[config.mk]
export PLATFORM = sky130hd
export DESIGN_NAME = uart_rx_engine
export DESIGN_NICKNAME = d
export VERILOG_FILES = /design/src/rtl/uart_rx_engine.sv
export SDC_FILE = /design/constraint.sdc
export NUM_CORES = 1
export LEC_CHECK = 0
export CORE_UTILIZATION = 51
export DETAILED_ROUTE_END_ITERATION = 10
export PLACE_DENSITY = 0.8
export SETUP_SLACK_MARGIN = 0.02
export SYNTH_ARGS = -nofsm -noshare
export SYNTH_HDL_FRONTEND = slang
export SYNTH_SLANG_ARGS = --single-unit
[constraint.sdc]
create_clock -name clk -period 2.5 [get_ports clk]
set_clock_uncertainty 0.15 [all_clocks]
set_input_delay 0.375 -clock clk [delete_from_list [all_inputs] [get_ports clk]]
set_output_delay 0.375 -clock clk [all_outputs]
set_load 0.05 [all_outputs]
[src/rtl/uart_rx_engine.sv]
// UART receive engine: synchronises the RX line, validates the start bit, samples
// data/parity/stop at mid-bit and holds the byte plus status for a ready/read handshake.
module uart_rx_engine #(
    parameter int BAUD_DEFAULT_CNT = 868,
    parameter int SYNC_STAGES      = 2
) (
    input  logic       clk,
    input  logic       reset,
    input  logic       rx,
    input  logic [3:0] baud,
    input  logic       eight,
    input  logic       pen,
    input  logic       ohel,
    input  logic       rx_read,
    output logic [7:0] rx_data,
    output logic       rx_rdy,
    output logic       perr,
    output logic       ferr,
    output logic       ovf
);

    typedef enum logic [2:0] {
        IDLE,
        START,
        DATA,
        PARITY,
        STOP
    } state_t;

    function automatic logic [18:0] bit_period(input logic [3:0] code);
        case (code)
            4'd0:    return 19'd333333;
            4'd1:    return 19'd83333;
            4'd2:    return 19'd41667;
            4'd3:    return 19'd20833;
            4'd4:    return 19'd10417;
            4'd5:    return 19'd5208;
            4'd6:    return 19'd2604;
            4'd7:    return 19'd1736;
            4'd8:    return 19'd868;
            4'd9:    return 19'd434;
            4'd10:   return 19'd217;
            4'd11:   return 19'd109;
            default: return 19'(BAUD_DEFAULT_CNT);
        endcase
    endfunction

    logic [SYNC_STAGES-1:0] sync_q;
    logic                   rx_s;

    state_t      state_q, state_d;
    logic [18:0] cnt_q, cnt_d;
    logic [2:0]  bit_idx_q, bit_idx_d;
    logic [7:0]  shift_q, shift_d;
    logic        par_q, par_d;
    logic        stop_q, stop_d;
    logic        done_q, done_d;
    logic        cfg_load;
    logic        expired;
    logic [2:0]  last_bit;

    logic [18:0] period_q;
    logic        eight_q, pen_q, ohel_q;

    logic [7:0]  data_mask;
    logic        par_calc;

    // NOTE: the synchroniser resets to 1 (line idle) so reset release never looks like a start bit.
    always_ff @(posedge clk or negedge reset) begin
        if (!reset) begin
            sync_q <= '1;
        end else begin
            sync_q <= {sync_q[SYNC_STAGES-2:0], rx};
        end
    end

    assign rx_s     = sync_q[SYNC_STAGES-1];
    assign expired  = (cnt_q == '0);
    assign last_bit = eight_q ? 3'd7 : 3'd6;

    // NOTE: sequential state uses non-blocking assignments so every register sees pre-edge values.
    always_ff @(posedge clk or negedge reset) begin
        if (!reset) begin
            state_q   <= IDLE;
            cnt_q     <= '0;
            bit_idx_q <= '0;
            shift_q   <= '0;
            par_q     <= 1'b0;
            stop_q    <= 1'b0;
            done_q    <= 1'b0;
        end else begin
            state_q   <= state_d;
            cnt_q     <= cnt_d;
            bit_idx_q <= bit_idx_d;
            shift_q   <= shift_d;
            par_q     <= par_d;
            stop_q    <= stop_d;
            done_q    <= done_d;
        end
    end

    // Frame format is frozen at start detection; later switch changes wait for the next frame.
    always_ff @(posedge clk or negedge reset) begin
        if (!reset) begin
            period_q <= '0;
            eight_q  <= 1'b0;
            pen_q    <= 1'b0;
            ohel_q   <= 1'b0;
        end else if (cfg_load) begin
            period_q <= bit_period(baud);
            eight_q  <= eight;
            pen_q    <= pen;
            ohel_q   <= ohel;
        end
    end

    // NOTE: every comb output gets a hold/default value first so no path infers a latch.
    always_comb begin
        state_d   = state_q;
        cnt_d     = (state_q == IDLE || expired) ? cnt_q : cnt_q - 19'd1;
        bit_idx_d = bit_idx_q;
        shift_d   = shift_q;
        par_d     = par_q;
        stop_d    = stop_q;
        done_d    = 1'b0;
        cfg_load  = 1'b0;

        case (state_q)
            IDLE: begin
                if (!rx_s) begin
                    state_d  = START;
                    cnt_d    = (bit_period(baud) >> 1) - 19'd1;
                    shift_d  = '0;
                    cfg_load = 1'b1;
                end
            end
            START: begin
                if (expired) begin
                    if (rx_s) begin
                        state_d = IDLE;
                    end else begin
                        state_d   = DATA;
                        bit_idx_d = '0;
                        cnt_d     = period_q - 19'd1;
                    end
                end
            end
            DATA: begin
                if (expired) begin
                    shift_d[bit_idx_q] = rx_s;
                    cnt_d              = period_q - 19'd1;
                    if (bit_idx_q == last_bit) begin
                        state_d = pen_q ? PARITY : STOP;
                    end else begin
                        bit_idx_d = bit_idx_q + 3'd1;
                    end
                end
            end
            PARITY: begin
                if (expired) begin
                    par_d   = rx_s;
                    state_d = STOP;
                    cnt_d   = period_q - 19'd1;
                end
            end
            STOP: begin
                if (expired) begin
                    stop_d  = rx_s;
                    done_d  = 1'b1;
                    state_d = IDLE;
                end
            end
            default: state_d = IDLE;
        endcase
    end

    assign data_mask = {eight_q, 7'h7F};
    assign par_calc  = ^(shift_q & data_mask);

    // Completion has priority over a coincident read; a lone read clears the status.
    always_ff @(posedge clk or negedge reset) begin
        if (!reset) begin
            rx_data <= '0;
            rx_rdy  <= 1'b0;
            perr    <= 1'b0;
            ferr    <= 1'b0;
            ovf     <= 1'b0;
        end else if (done_q) begin
            rx_data <= shift_q & data_mask;
            rx_rdy  <= 1'b1;
            perr    <= pen_q & (par_calc ^ par_q ^ ohel_q);
            ferr    <= ~stop_q;
            ovf     <= rx_rdy & ~rx_read;
        end else if (rx_read) begin
            rx_rdy <= 1'b0;
            perr   <= 1'b0;
            ferr   <= 1'b0;
            ovf    <= 1'b0;
        end
    end

endmodule

Word-level counts from Yosys, hierarchy flattened
Memories as Yosys holds them, arrays and structs flattened. A register that Yosys moved wholly into a read port is not among the register bits.
Cells that the tools add are included.
{"block": "totals", "register_bits": 72, "mem_bits_ro": 576, "input_bits": 11, "out_inout_bits": 12, "word_cells": 98, "mem_count": 2}
{"memory": "(no name shown)", "words": 16, "width": 18, "read_ports": 1, "rd_ports_with_merged_regs": 1, "wr": 0, "line": "31", "source": "case (code)"}
{"memory": "(no name shown)", "words": 16, "width": 18, "read_ports": 1, "rd_ports_with_merged_regs": 0, "wr": 0, "line": "31"}
{"block": "op_classes", "n_addsub": 4, "magnitude_cmp": 2, "n_eq_ne": 13, "muxes": 38, "bitwise": 7, "reduce_logical": 15}
{"operator": "two-way mux 19 bit", "count": 7}
{"operator": "case mux 19 bit (3 select lines)", "count": 1}
{"operator": "subtractor 19 x 1 -> 19 bit (second input constant)", "count": 2}
{"operator": "two-way mux 3 bit", "count": 11}
{"operator": "logical NOT 19 bit", "count": 1}
{"operator": "subtractor 18 x 1 -> 19 bit (second input constant)", "count": 1}
{"operator": "two-way mux 8 bit", "count": 2}
{"operator": "inequality test 2 bit (second input constant)", "count": 8}
{"operator": "case mux 8 bit (2 select lines)", "count": 1}
{"operator": "case mux 3 bit (5 select lines)", "count": 1}
{"operator": "two-way mux 1 bit", "count": 11}
{"operator": "bitwise AND 8 bit", "count": 1}
{"operator": "bitwise mux 8 bit", "count": 1}
{"operator": "parity 8 bit", "count": 1}
{"operator": "equality test 3 x 2 -> 1 bit (second input constant)", "count": 2}
{"operator": "case mux 3 bit (2 select lines)", "count": 1}
{"operator": "AND reduction 6 bit", "count": 1}
{"operator": "nonzero test 2 bit", "count": 3}
{"operator": "AND reduction 5 bit", "count": 1}
{"operator": "less-than comparator 3 x 4 -> 1 bit (second input constant)", "count": 1}
{"operator": "AND reduction 2 bit", "count": 2}
{"operator": "adder 3 x 1 -> 3 bit (second input constant)", "count": 1}
{"operator": "demux 1 bit (select 3 bit)", "count": 1}
{"operator": "equality test 3 x 1 -> 1 bit (second input constant)", "count": 1}
{"operator": "13 further kinds", "count": 16}

Depth between registers and ports, before layout
{"block": "logic_depth", "depth_word": 7, "depth_mapped": 10, "mapped_depth_nobuf": 10}

Worst setup path after synthesis
No wires, ideal clock.
{"block": "synth_path", "path_kind": "input to register", "from": "in baud[0]", "to": "reg cnt_q[8]", "setup_ns": 0.139, "t_arrival_ns": 2.068, "required_ns": 2.211, "path_slack_ns": 0.143, "stages": 10, "n_path_buf": 0, "cell_sequence": "inv_1 ha_1 ha_1 nand2_1 o31ai_1 ha_1 o211ai_1 a2111oi_1 a21o_1 o221ai_1"}
{"block": "synth_between", "elab_chain_len": 6}
{"element": "start: declaration", "line": "10", "source": "input logic [3:0] baud,"}
{"element": "memory read (16 x 18 bit)"}
{"element": "two-way mux 19 bit", "line": "130", "source": "if (!rx_s) begin"}
{"element": "two-way mux 19 bit", "line": "128", "source": "case (state_q)"}
{"element": "subtractor 18 x 1 -> 19 bit", "line": "132", "source": "cnt_d = (bit_period(baud) >> 1) - 19'd1;"}
{"element": "two-way mux 19 bit", "line": "130"}
{"element": "case mux 19 bit (3 select lines)", "line": "128"}
{"element": "net cnt_d[8]", "line": "52", "source": "logic [18:0] cnt_q, cnt_d;"}
{"element": "end signal: assignment", "line": "93", "source": "cnt_q <= cnt_d;"}
{"element": "end: declaration", "line": "52"}
The timed path passes the listed nets, and every way through them passes these cells. The select of a mux whose other input is x is not followed.
A chain may end at the register's enable or synchronous reset.

Worst setup path in the final report
{"block": "layout_path", "from": "reg cnt_q[0]", "to": "reg cnt_q[2]"}
{"block": "layout_between", "elab_chain_len": 6, "word_cells_on_any_way": 9, "cone_classes": "add/sub (1); mux (6); reduce/logical (2)"}
{"element": "parallel branches: the longest is 5 deep, another holds subtractor 19 x 1 -> 19 bit"}
{"element": "case mux 19 bit (3 select lines) *", "line": "128"}
{"element": "net cnt_d[2]", "line": "52"}
Mark *: on every way through the listed nets, which the timed path passes.

==> summary.md <==
| Metric | Value |
|---|---|
| Syn Nets | 514 |
| Unrepaired setup endpoints after global routing | false |
| M1 WL | 4630 µm |
| Top Ports | 23 |
| Post-DP HPWL | 8150 µm |
| Critical setup path kind | reg2reg |
| Router iterations before antenna repair | 7 |
| Clock Tree Buf Depth | 2 |
| Wire length on met2 | 5370 µm |
| Crit path launch type | register |
| Critical path's largest stage delay | 390 ps |
| TritonCTS Sinks | 71 |
| Clock share of power | 34.0% |
| Final Hold Viols | 0 |
| GPL Wtd Cong | 0.911 |
| Number of nets with antenna violations after routing | 0 |
| Placed inst area | 5130 µm² |
| Comb pwr share | 18.5% |
| Area contributors post-synth | dfrtp_1, xnor2_1, nand2_1, ha_1, o21ai_0 |
| Final Cell Area | 5440 µm² |
| Beginning of the critical path | cnt_q[0] |
| Max_slew headroom | 56.6% |
| Layout cells sized above 1 | 22.1% |
| Synth Instances | 488 |
| Switch Pwr | 831 µW |
| HP Start | sync_q[0] |
| Clk slew on worst S/H paths | 80 ps |
| WP buf/inv | 2 |
| Synthesized area per cell | 9.25 µm² |
| Final worst-path cycle share | 93.7% |
| Ant. Diodes | 0 |
| CTS root buf | clkbuf_8 |
| Max Clk Rate | 427 MHz |
| Residual DRC | 0 |
| Critical path fanouts, max | 7 |
| Top Metal Used | met4 |
| Total gr overflow | 0 |
| Max-cap violations | 0 |
| Initial DRC Count | 303 |
| PnR worst setup slack | 158 ps |
| Power Density | 515 nW/µm² |
| Synth top cells by count | dfrtp_1, nand2_1, nor2_1 |
| WHS | 207 ps |
| Area leader, netlist | dfrtp_1 |
| Number of I/O port buffers | 22 |
| Global-route usage over all layers | 25.6% |
| CTS tree | yes |
| Status | complete, no violations |
| CP delay by family, top | simple AND/OR/NAND/NOR gates |
| Initial antenna violation count | 0 |
| Fin util | 64.9% |
| Worst EP required | 2630 ps |
| Starting Density | 53.8% |
| Clock Latency Late Sink | 360 ps |
| YS warnings | 0 |
| EDFF count, synth | 0 |
| Main synth FF type | dfrtp_1 |
| Fin crit period | 2340 ps |
| Power after layout | 2.80 mW |
| Routed WL per cell | 16.4 µm |
| RR Startpoint | cnt_q[0] |
| Sequential share of power | 47.5% |
| Cell area after synthesis | 4510 µm² |
| TritonCTS Buffers | 9 |
| Final Slew Violations | 0 |
| Htree depth | 3 |
| Final setup fails | 0 |
| Worst vdd ir | 0.331 mV |
| Core area | 8380 µm² |
| Actual slew at the worst max-slew pin | 643 ps |
| Largest net degree at the start of global routing | 72 |
| Die W | 96.1 µm |
| # rows | 33 |
| Post-synth ARST share | 100% |
| Pint | 1.97 mW |
| Post-synth top area share | 38.3% |
| Die Y-Extent | 96.1 µm |
| Hold Path Class | reg2reg |
| Yosys reg bits | 71 |
| Nets | 581 |
| Vias in the first global route | 3672 |
| Synth cell types | 76 |
| Post-synthesis sequential area ratio | 39.4% |
| Area growth syn-to-layout | 20.5% |
| Switching Fraction | 29.7% |
| Via count | 4012 |
| DP Worst Slack | -486 ps |
| Critical Path AT | 2470 ps |
| Vias per cell | 6.03 |
| Die area | 9230 µm² |
| Slowest CP cell | dfrtp_1 |
| Crit. End Element | register |
| Most frequent cell after synthesis | dfrtp_1 |
| First-pass GRT wire length | 17900 µm |
| Met3 wire length | 629 µm |
| Leak | 2.37 nW |
| Routed Wire Length | 10900 µm |
| CP Cell Sequence | inv_1, ha_1, nor4b_2, nand3_2, or2_4, buf_4, and3_1, xor2_1, a2bb2oi_1 |
state kept, by name (all words and copies together), names as in the netlist, 2 cells and up:
name and count:
sync_q 2, rx_data 8, cnt_q 19, shift_q 8
period_q 18, bit_idx_q 3, state_q 3
power groups by stage:
stage | Combinational [mW] | Clock (mW) | Sequential, mW
after CTS | 0.508 | 0.966 | 1.33
after global placement | 0.485 | 0 | 1.34
final | 0.519 | 0.952 | 1.33
after global routing | 0.572 | 1.01 | 1.34
after floorplan | 0.337 | 0 | 1.32
after detailed placement | 0.497 | 0 | 1.35
final cells by class:
class | instances | area [µm²]
Fill cell | 649 | 2940
Multi-Input combinational cell | 371 | 2560
Sequential cell | 71 | 1780
Timing Repair Buffer | 78 | 673
Clock buffer | 10 | 138
Tap cell | 105 | 131
Inverter | 24 | 90.1
Clock inverter | 6 | 68.8
cells by family (layout without fill, tap and decap cells):
group	count (synthesis)	in the layout	share of synthesized area, %
and+or+nand+nor	178	178	20.5
xor gates and xnor gates	41	41	7.96
muxes	13	13	3.19
adders and majority gates	15	15	4.16
DFF	71	71	39.4
buffers and inverters	46	118	4.99
AOI/OAI and AO/OA	124	124	19.8
layout by cell type (no fill, tap or decap), types with 5 or more instances in the layout:
master           count
a21o_1               7
a21oi_1             13
buf_4               53
clkbuf_8            10
clkdlybuf4s50_1     17
dfrtp_1             69
ha_1                13
inv_1               22
mux2_2              11
nand2_1             59
nand2b_1             8
nand3_1             14
nor2_1              32
nor3_1              14
nor4_1              10
o211ai_1            15
o21ai_0             27
o221ai_1            14
o22ai_1              7
o31ai_1              5
or3_1                7
xnor2_1             28
xor2_1              12
stage by stage:
stage                     cells  setup TNS [ps]
after floorplan             488               0
after global placement      644           -1740
after detailed placement    644           -2160
after CTS                   661               0
after global routing        665               0
final                       665               0
repair_timing:
action / in CTS / in global routing
buffers inserted: 0 / 4
resized for setup: 4 / 11
hold buffers: 1 / 0
pin swaps: 0 / 3
endpoints found under the hold margin: 69 / 0
setup endpoints to repair: 7 / 8
final timing paths:
| check | end | slack [ps] | depth (start not counted) |
|---|---|---|---|
| max | cnt_q[2] | 160 | 9 |
| min | sync_q[1] | 210 | 0 |
| max reg2reg | cnt_q[2] | 160 | 9 |
| min reg2reg | sync_q[1] | 210 | 0 |
| max in group asynchronous | sync_q[0] | 1450 | 3 |
| min in group asynchronous | rx_data[4] | 420 | 3 |
per-layer routing:
layer | vias up | track usage [%]
li1 | 1893 | -
met1 | 1933 | 32.2
met2 | 156 | 43.2
met3 | 30 | 5.53
met4 | 0 | 9.20
met5 | - | 0
Power figures use the tool's default switching activity.
